## src/rtl/sigma_sched_4ch.sv

```systemverilog
// Four-channel sigma accumulator scheduler: arbiter, sign-magnitude conversion, per-channel NPTS-point sums.
// Build option: define SIGMA_SCHED_PRIO_EN for fixed lowest-index-wins priority instead of round-robin.
module sigma_sched_4ch #(
    parameter int NPTS  = 16,
    parameter int OUT_W = 12
) (
    input  logic             clk,
    input  logic             res,
    input  logic [3:0]       req,
    input  logic [31:0]      data_in,
    output logic [3:0]       gnt,
    output logic [OUT_W-1:0] data_out,
    output logic [1:0]       ch_out,
    output logic             syn_out
);

    localparam int CNT_W = $clog2(NPTS);
    localparam logic [CNT_W-1:0] CNT_LAST = CNT_W'(NPTS - 1);

    logic [1:0]       ptr_q, ptr_d;
    logic [1:0]       gidx;
    logic             gvalid;
    logic [7:0]       sample;
    logic [OUT_W-1:0] mag_ext;
    logic [OUT_W-1:0] conv;

    logic [OUT_W-1:0] d1_q, d1_d;
    logic [1:0]       c1_q, c1_d;
    logic             v1_q, v1_d;

    logic [OUT_W-1:0] acc_q [4];
    logic [OUT_W-1:0] acc_d [4];
    logic [CNT_W-1:0] cnt_q [4];
    logic [CNT_W-1:0] cnt_d [4];
    logic [OUT_W-1:0] sum;

    logic [OUT_W-1:0] data_out_q, data_out_d;
    logic [1:0]       ch_out_q, ch_out_d;
    logic             syn_q, syn_d;

    // Arbiter: descending scan so the first candidate in search order is the one left standing.
    always_comb begin
        logic [1:0] idx;
        gidx   = 2'd0;
        gvalid = 1'b0;
        idx    = 2'd0;
`ifdef SIGMA_SCHED_PRIO_EN
        for (int k = 3; k >= 0; k--) begin
            idx = 2'(k);
            if (req[idx]) begin
                gidx   = idx;
                gvalid = 1'b1;
            end
        end
`else
        for (int k = 3; k >= 0; k--) begin
            idx = ptr_q + 2'(k);
            if (req[idx]) begin
                gidx   = idx;
                gvalid = 1'b1;
            end
        end
`endif
        if (res) begin
            gvalid = 1'b0;
        end
        gnt   = gvalid ? (4'b0001 << gidx) : 4'b0000;
        ptr_d = gvalid ? (gidx + 2'd1) : ptr_q;
    end

    // Sign-magnitude to two's complement; 0x80 naturally maps to zero.
    always_comb begin
        sample  = data_in[{gidx, 3'b000} +: 8];
        mag_ext = {{(OUT_W-7){1'b0}}, sample[6:0]};
        conv    = sample[7] ? (~mag_ext + 1'b1) : mag_ext;
        d1_d    = conv;
        c1_d    = gidx;
        v1_d    = gvalid;
    end

    always_comb begin
        for (int i = 0; i < 4; i++) begin
            acc_d[i] = acc_q[i];
            cnt_d[i] = cnt_q[i];
        end
        data_out_d = data_out_q;
        ch_out_d   = ch_out_q;
        syn_d      = 1'b0;
        sum        = acc_q[c1_q] + d1_q;
        if (v1_q) begin
            if (cnt_q[c1_q] != CNT_LAST) begin
                acc_d[c1_q] = sum;
                cnt_d[c1_q] = cnt_q[c1_q] + 1'b1;
            end else begin
                data_out_d  = sum;
                ch_out_d    = c1_q;
                syn_d       = 1'b1;
                acc_d[c1_q] = '0;
                cnt_d[c1_q] = '0;
            end
        end
    end

    always_ff @(posedge clk) begin
        if (res) begin
            ptr_q      <= 2'd0;
            d1_q       <= '0;
            c1_q       <= 2'd0;
            v1_q       <= 1'b0;
            data_out_q <= '0;
            ch_out_q   <= 2'd0;
            syn_q      <= 1'b0;
            for (int i = 0; i < 4; i++) begin
                acc_q[i] <= '0;
                cnt_q[i] <= '0;
            end
        end else begin
            ptr_q      <= ptr_d;
            d1_q       <= d1_d;
            c1_q       <= c1_d;
            v1_q       <= v1_d;
            data_out_q <= data_out_d;
            ch_out_q   <= ch_out_d;
            syn_q      <= syn_d;
            for (int i = 0; i < 4; i++) begin
                acc_q[i] <= acc_d[i];
                cnt_q[i] <= cnt_d[i];
            end
        end
    end

    assign data_out = data_out_q;
    assign ch_out   = ch_out_q;
    assign syn_out  = syn_q;

endmodule

```

## config.mk

```make
export PLATFORM = sky130hd
export DESIGN_NAME = sigma_sched_4ch
export DESIGN_NICKNAME = d
export VERILOG_FILES = /design/src/rtl/sigma_sched_4ch.sv
export SDC_FILE = /design/constraint.sdc
export NUM_CORES = 1
export LEC_CHECK = 0
export CORE_MARGIN = 1
export CORE_UTILIZATION = 30
export DETAILED_ROUTE_END_ITERATION = 7
export PLACE_DENSITY_LB_ADDON = 0.08
export SLEW_MARGIN = 5
export SYNTH_ARGS = -nofsm -noshare
export SYNTH_HDL_FRONTEND = slang
export SYNTH_SLANG_ARGS = --single-unit
```

## constraint.sdc

```tcl
create_clock -name clk -period 5 [get_ports clk]
set_input_delay 1 -clock clk [delete_from_list [all_inputs] [get_ports clk]]
set_output_delay 1 -clock clk [all_outputs]
set_load 0.02 [all_outputs]
```

Yosys cells after proc, flatten, opt, wreduce, memory -nomap -nowiden
Memory sizes are Yosys's and may differ from the RTL's. A register that Yosys moved wholly into a read port is not among the register bits.
Index checks and enable logic that the tools add are counted.
- add/sub/neg operators: 7
- magnitude comparators: 6
- equality and inequality tests: 1
- shifts and indexed selects: 2
- muxes and demuxes: 43
- bitwise logic cells: 17
- reductions and logical operators: 4
- operators with widths (kind ; count):
    two-way mux 48 bit ; 2
    two-way mux 12 bit ; 5
    AND 48 bit ; 1
    bitwise mux 48 bit ; 1
    inverter 48 bit ; 1
    two-way mux 16 bit ; 2
    indexed part select 32 x 6 -> 8 bit ; 1
    demux 12 bit (select 2 bit) ; 1
    two-way mux 4 bit ; 6
    AND 16 bit ; 1
    bitwise mux 16 bit ; 1
    inverter 16 bit ; 1
    two-way mux 1 bit ; 13
    adder 12 x 1 -> 12 bit, second input constant ; 1
    adder 12 bit ; 1
    less-than comparator 2 x 3 -> 1 bit, second input constant ; 4
    two-way mux 2 bit ; 6
    inverter 7 -> 12 bit ; 1
    binary-select mux 1 bit (select 2 bit) ; 4
    demux 4 bit (select 2 bit) ; 1
    OR 1 bit ; 8
    two-way mux 7 bit ; 1
    adder 2 x 1 -> 2 bit, second input constant ; 2
    adder 2 bit, second input constant ; 2
    10 further kinds ; 13
- flip-flop bits (word level): 32
- bits in writable memories: 64
- input port bits: 38
- output and inout port bits: 19
- logic and storage cells: 90
- memories kept: 2
- memory list (memory ; words ; bits a word ; rd ports ; clocked after memory_dff ; write ports ; RTL line ; text):
    acc_q ; 4 ; 12 ; 5 ; 1 ; 4 ; 31 ; logic [OUT_W-1:0] acc_q [4];
    cnt_q ; 4 ; 4 ; 5 ; 1 ; 4 ; 33 ; logic [CNT_W-1:0] cnt_q [4];

Longest topological paths before layout
- word-level depth: 11
- gate-level depth with buffers: 13
- mapped depth without buffers: 11

Worst setup path before layout
Ideal clock, no wire load.
- kind: flip-flop to flip-flop
- start point: register c1_q[1]
- end point: memory acc_q[0][11]
- setup time: 62 ps
- arrival time: 3734 ps
- required time: 4938 ps
- slack: 1204 ps
- cell stages (with the launch flop): 14
- buffers on the path: 4
- period minus slack after synthesis: 3796 ps
- cell sequence: dfxtp_1 clkbuf_1 clkbuf_1 buf_1 mux4_2 ha_1 o21a_1 o21ai_0 a21oi_1 nand2_1 a211o_1 clkbuf_1 or4_1 nand3_1
- RTL lines (item ; RTL line ; text):
    from (decl) ; 28 ; logic [1:0] c1_q, c1_d;
    from (signal assigned) ; 108 ; c1_q <= 2'd0;
    from (signal assigned) ; 120 ; c1_q <= c1_d;
    to (decl) ; 31 ;

Worst setup path in the final report
- start point: input req[0]
- end point: output gnt[0]
- cells in the longest elaborated chain, start to end: 8
- elaborated cells between the ends (all ways): 19
- classes of those cells: 1 x shift; 18 x mux
- ends and longest elaborated chain (item ; RTL line ; text):
    from (decl) ; 9 ; input logic [3:0] req,
    binary-select mux 1 bit (select 2 bit) ; 58 ; if (req[idx]) begin
    two-way mux 1 bit (not written as such) ; 58 ;
    two-way mux 2 bit (3 in series) ; 58 ;
    two-way mux 2 bit * ; 58 ;
    named net c1_d[1] ; 28 ;
    << shifter 1 x 2 -> 4 bit * ; 67 ; gnt = gvalid ? (4'b0001 << gidx) : 4'b0000;
    two-way mux 4 bit * ; 67 ;
    to (decl) ; 11 ; output logic [3:0] gnt,
The timed path passes the listed nets; every way through them passes the cells marked *. The select of a mux whose other input is x is not followed.

==> impl_metrics.env <==
export IMPL_synth_cell_types=58
export IMPL_synth_edf_count=0
export IMPL_slew_violations=0
export IMPL_max_cap_viol_count=0
export IMPL_setup_viol=0
export IMPL_ant_nets=0
export IMPL_syn2layout_area_growth_pct=20.8
export IMPL_cts_buffer_depth=2
export IMPL_initialDrtViolationCount=336
export IMPL_r2r_start="c1_q[0]$_SDFF_PP0_"
export IMPL_rsz0062_at_grt="false"
export IMPL_gp_congestion=0.808
export IMPL_tightest_slew_ps=960
export IMPL_synth_top_family_by_area="simple AND/OR/NAND/NOR gates"
export IMPL_grt_pass1_wl_mm=23.1
export IMPL_whs_path_depth=2
export IMPL_fp_dieH_um=131
export IMPL_hold_class="reg -> reg"
export IMPL_clock_sinks=95
export IMPL_first_global_vias=4307
export IMPL_yosysMostFrequentCell="dfxtp_1"
export IMPL_initial_core_util=0.310
export IMPL_pre_cts_ws_ps=395
export IMPL_numCtsBuffers=9
export IMPL_post_route_min_period_ps=4640
export IMPL_io_pins=57
export IMPL_muxShareOfSynthArea=0.0813
export IMPL_p_switching_w=0.000767
export IMPL_reg2reg_depth=7
export IMPL_core_area_um2=16000
export IMPL_die_area_um2=17000
export IMPL_num_rows=46
export IMPL_grt_overflow=0
export IMPL_cts_resized=0
export IMPL_synth_compound_area_frac=0.183
export IMPL_cts_tree="yes"
export IMPL_swShare=0.333
export IMPL_via_count=4462
export IMPL_utilization=0.374
export IMPL_leakagePower_nw=2.15
export IMPL_routed_via_density=5.22
export IMPL_critical_path_required_ps=4000
export IMPL_min_from="ch_out[1]$_SDFFE_PP0P_"
export IMPL_synth_seq_cells=95
export IMPL_peakVddDrop_mv=0.177
export IMPL_fin_skew_ps=8.54
export IMPL_timing_final_crit_share=0.928
export IMPL_clk_pin_slew_ps=70
export IMPL_antennaDiodeCount=0
export IMPL_grt_antenna_before_repair=0
export IMPL_cts_root_buf="clkbuf_16"
export IMPL_setup_tns_final_ps=0
export IMPL_postRouteWirelength_mm=14.3
export IMPL_synth_top_cell_area_share=0.384
export IMPL_yosys_warnings=0
export IMPL_drcViolationCount=0
export IMPL_drive_gt1_frac=0.0862
export IMPL_clock_power_share=0.324
export IMPL_synth_fp_nets=655
export IMPL_intPower_w=0.00154
export IMPL_synth_top_area_cell="dfxtp_1"
export IMPL_netlist_instances=599
export IMPL_synth_simple_area_share=0.239
export IMPL_r2r_setup_slack_ps=1560
export IMPL_cp_max_fo=13
export IMPL_p_per_area_nw_per_um2=384
export IMPL_avgSynthCellArea_um2=8.28
export IMPL_cts_hold_buf=0
export IMPL_synthAdderAreaFrac=0.0469
export IMPL_clock_latency_ps=350
export IMPL_power_frac_comb=0.295
export IMPL_layout_setup_ws_ps=359
export IMPL_hold_violations=0
export IMPL_pwr_share_seq=0.381
export IMPL_min_to="ch_out[1]$_SDFFE_PP0P_"
export IMPL_die_width_um=131
export IMPL_synth_area_top_cells="dfxtp_1 38%, mux4_2 7.3%, nand3_1 5.9%"
export IMPL_r2r_end="acc_q[0][11]$_SDFFE_PP0P_"
export IMPL_seq_area_frac_synth=0.384
export IMPL_arrival_ps=3640
export IMPL_port_buffers=56
export IMPL_htreeDepth=3
export IMPL_grt_max_degree=93
export IMPL_fmax_mhz=215
export IMPL_synth_common_cells="95 x dfxtp_1, 73 x nand2_1, 69 x nor2_1"
export IMPL_wl_per_cell_um=16.8
export IMPL_cts_setup_buffers=0
export IMPL_slew_headroom=0.360
export IMPL_path_class="in -> out"
export IMPL_hpwl_mm=10.2
export IMPL_worstSetupStartpointType="input pin"
export IMPL_syn_area_um2=4960
export IMPL_worstSetupEndpointType="output pin"
export IMPL_synth_async_reset_ratio=0
export IMPL_status="finished, final reports clean"
export IMPL_synth_ff_type="dfxtp_1"
export IMPL_fin_nets=689
export IMPL_first_pass_iters=5
export IMPL_synth_xor_area_share=0.0177
export IMPL_grtUsageTotal=0.178
critical path, cell delays in order:
cell,delay (ps)
clkdlybuf4s50_1,540
nand2b_1,120
a21oi_1,630
nor2_1,210
inv_1,240
ha_1,180
and2_1,120
clkdlybuf4s50_1,590
power groups by stage:
stage / clock network, W / registers [W] / logic [W]
after detailed placement: 0 / 0.000895 / 0.000681
after CTS: 0.000766 / 0.000878 / 0.000685
after global routing: 0.000799 / 0.000886 / 0.000763
final: 0.000746 / 0.000878 / 0.000679
after floorplan: 0 / 0.000867 / 0.000508
after global placement: 0 / 0.000894 / 0.000677
sequential cells by signal (all words and copies together) (netlist names):
name and flops:
acc_q 48, c1_q 2, ch_out 2, cnt_q 16, d1_q 11, data_out 12, ptr_q 2, syn_out 1
v1_q 1
cell type report:
| type | instances | area [um2] |
|---|---|---|
| fillers | 1691 | 10000 |
| multi-input cells | 447 | 2810 |
| flip-flops and latches | 95 | 1900 |
| repair buffers | 65 | 623 |
| well taps | 216 | 270 |
| clock buffers | 10 | 229 |
| clock inverters | 6 | 93.8 |
| inverters | 15 | 56.3 |
metal layers:
layer,track usage,vias up,part of all wire
li1,-,2225,-
met1,0.244,2106,0.49
met4,0.0649,0,0.016
met3,0.0301,18,0.037
met5,0,-,0
met2,0.282,113,0.46
through the flow:
stage	cell area [um2]	hold slack, ps	power [W]	cells
floorplan	4960	433	0.00137	599
global placement	5670	439	0.00157	838
detailed placement	5670	446	0.00158	838
CTS	5990	455	0.00233	854
global route	5990	473	0.00245	854
finish	5990	454	0.00230	854
kinds of logic (layout without fill, tap and decap cells):
kind of cell,Yosys count,after routing
mux,20,20
xor+xnor,10,10
buf+inv,57,96
compound gates,142,142
fa+ha+maj,18,18
flops,95,95
simple gates,257,257
cell usage in the layout (no fill, tap or decap), types with 3 or more instances in the layout:
master            n
a32oi_1           4
or4_1             4
and3_1            7
nand2_1          73
a311oi_1          5
o31ai_1           4
o21ai_0          23
o211ai_1          8
ha_1             17
mux4_2           16
clkbuf_16         9
a21o_1            3
nand4_1           6
a21oi_1          56
or2_2             3
dfxtp_1          95
clkdlybuf4s50_1  55
a22oi_1           9
nor2_1           69
and2_1            9
xnor2_1           9
inv_1            13
a221oi_1          3
nor2b_1           5
nand3_1          58
a211oi_1         10
nor3_1           13
buf_4             9
worst max path at each step:
stage | cells after the start | endpoint | start | slack, ps
global placement | 8 | gnt[0] | req[0] | 520
global route | 8 | gnt[0] | req[0] | 210
detailed placement | 8 | gnt[0] | req[0] | 390
CTS | 8 | gnt[0] | req[0] | 380
floorplan | 13 | acc_q[0][11]$_SDFFE_PP0P_ | c1_q[1]$_SDFF_PP0_ | 1200
finish | 8 | gnt[0] | req[0] | 360
Note: power is estimated with default switching activity, not from simulation.
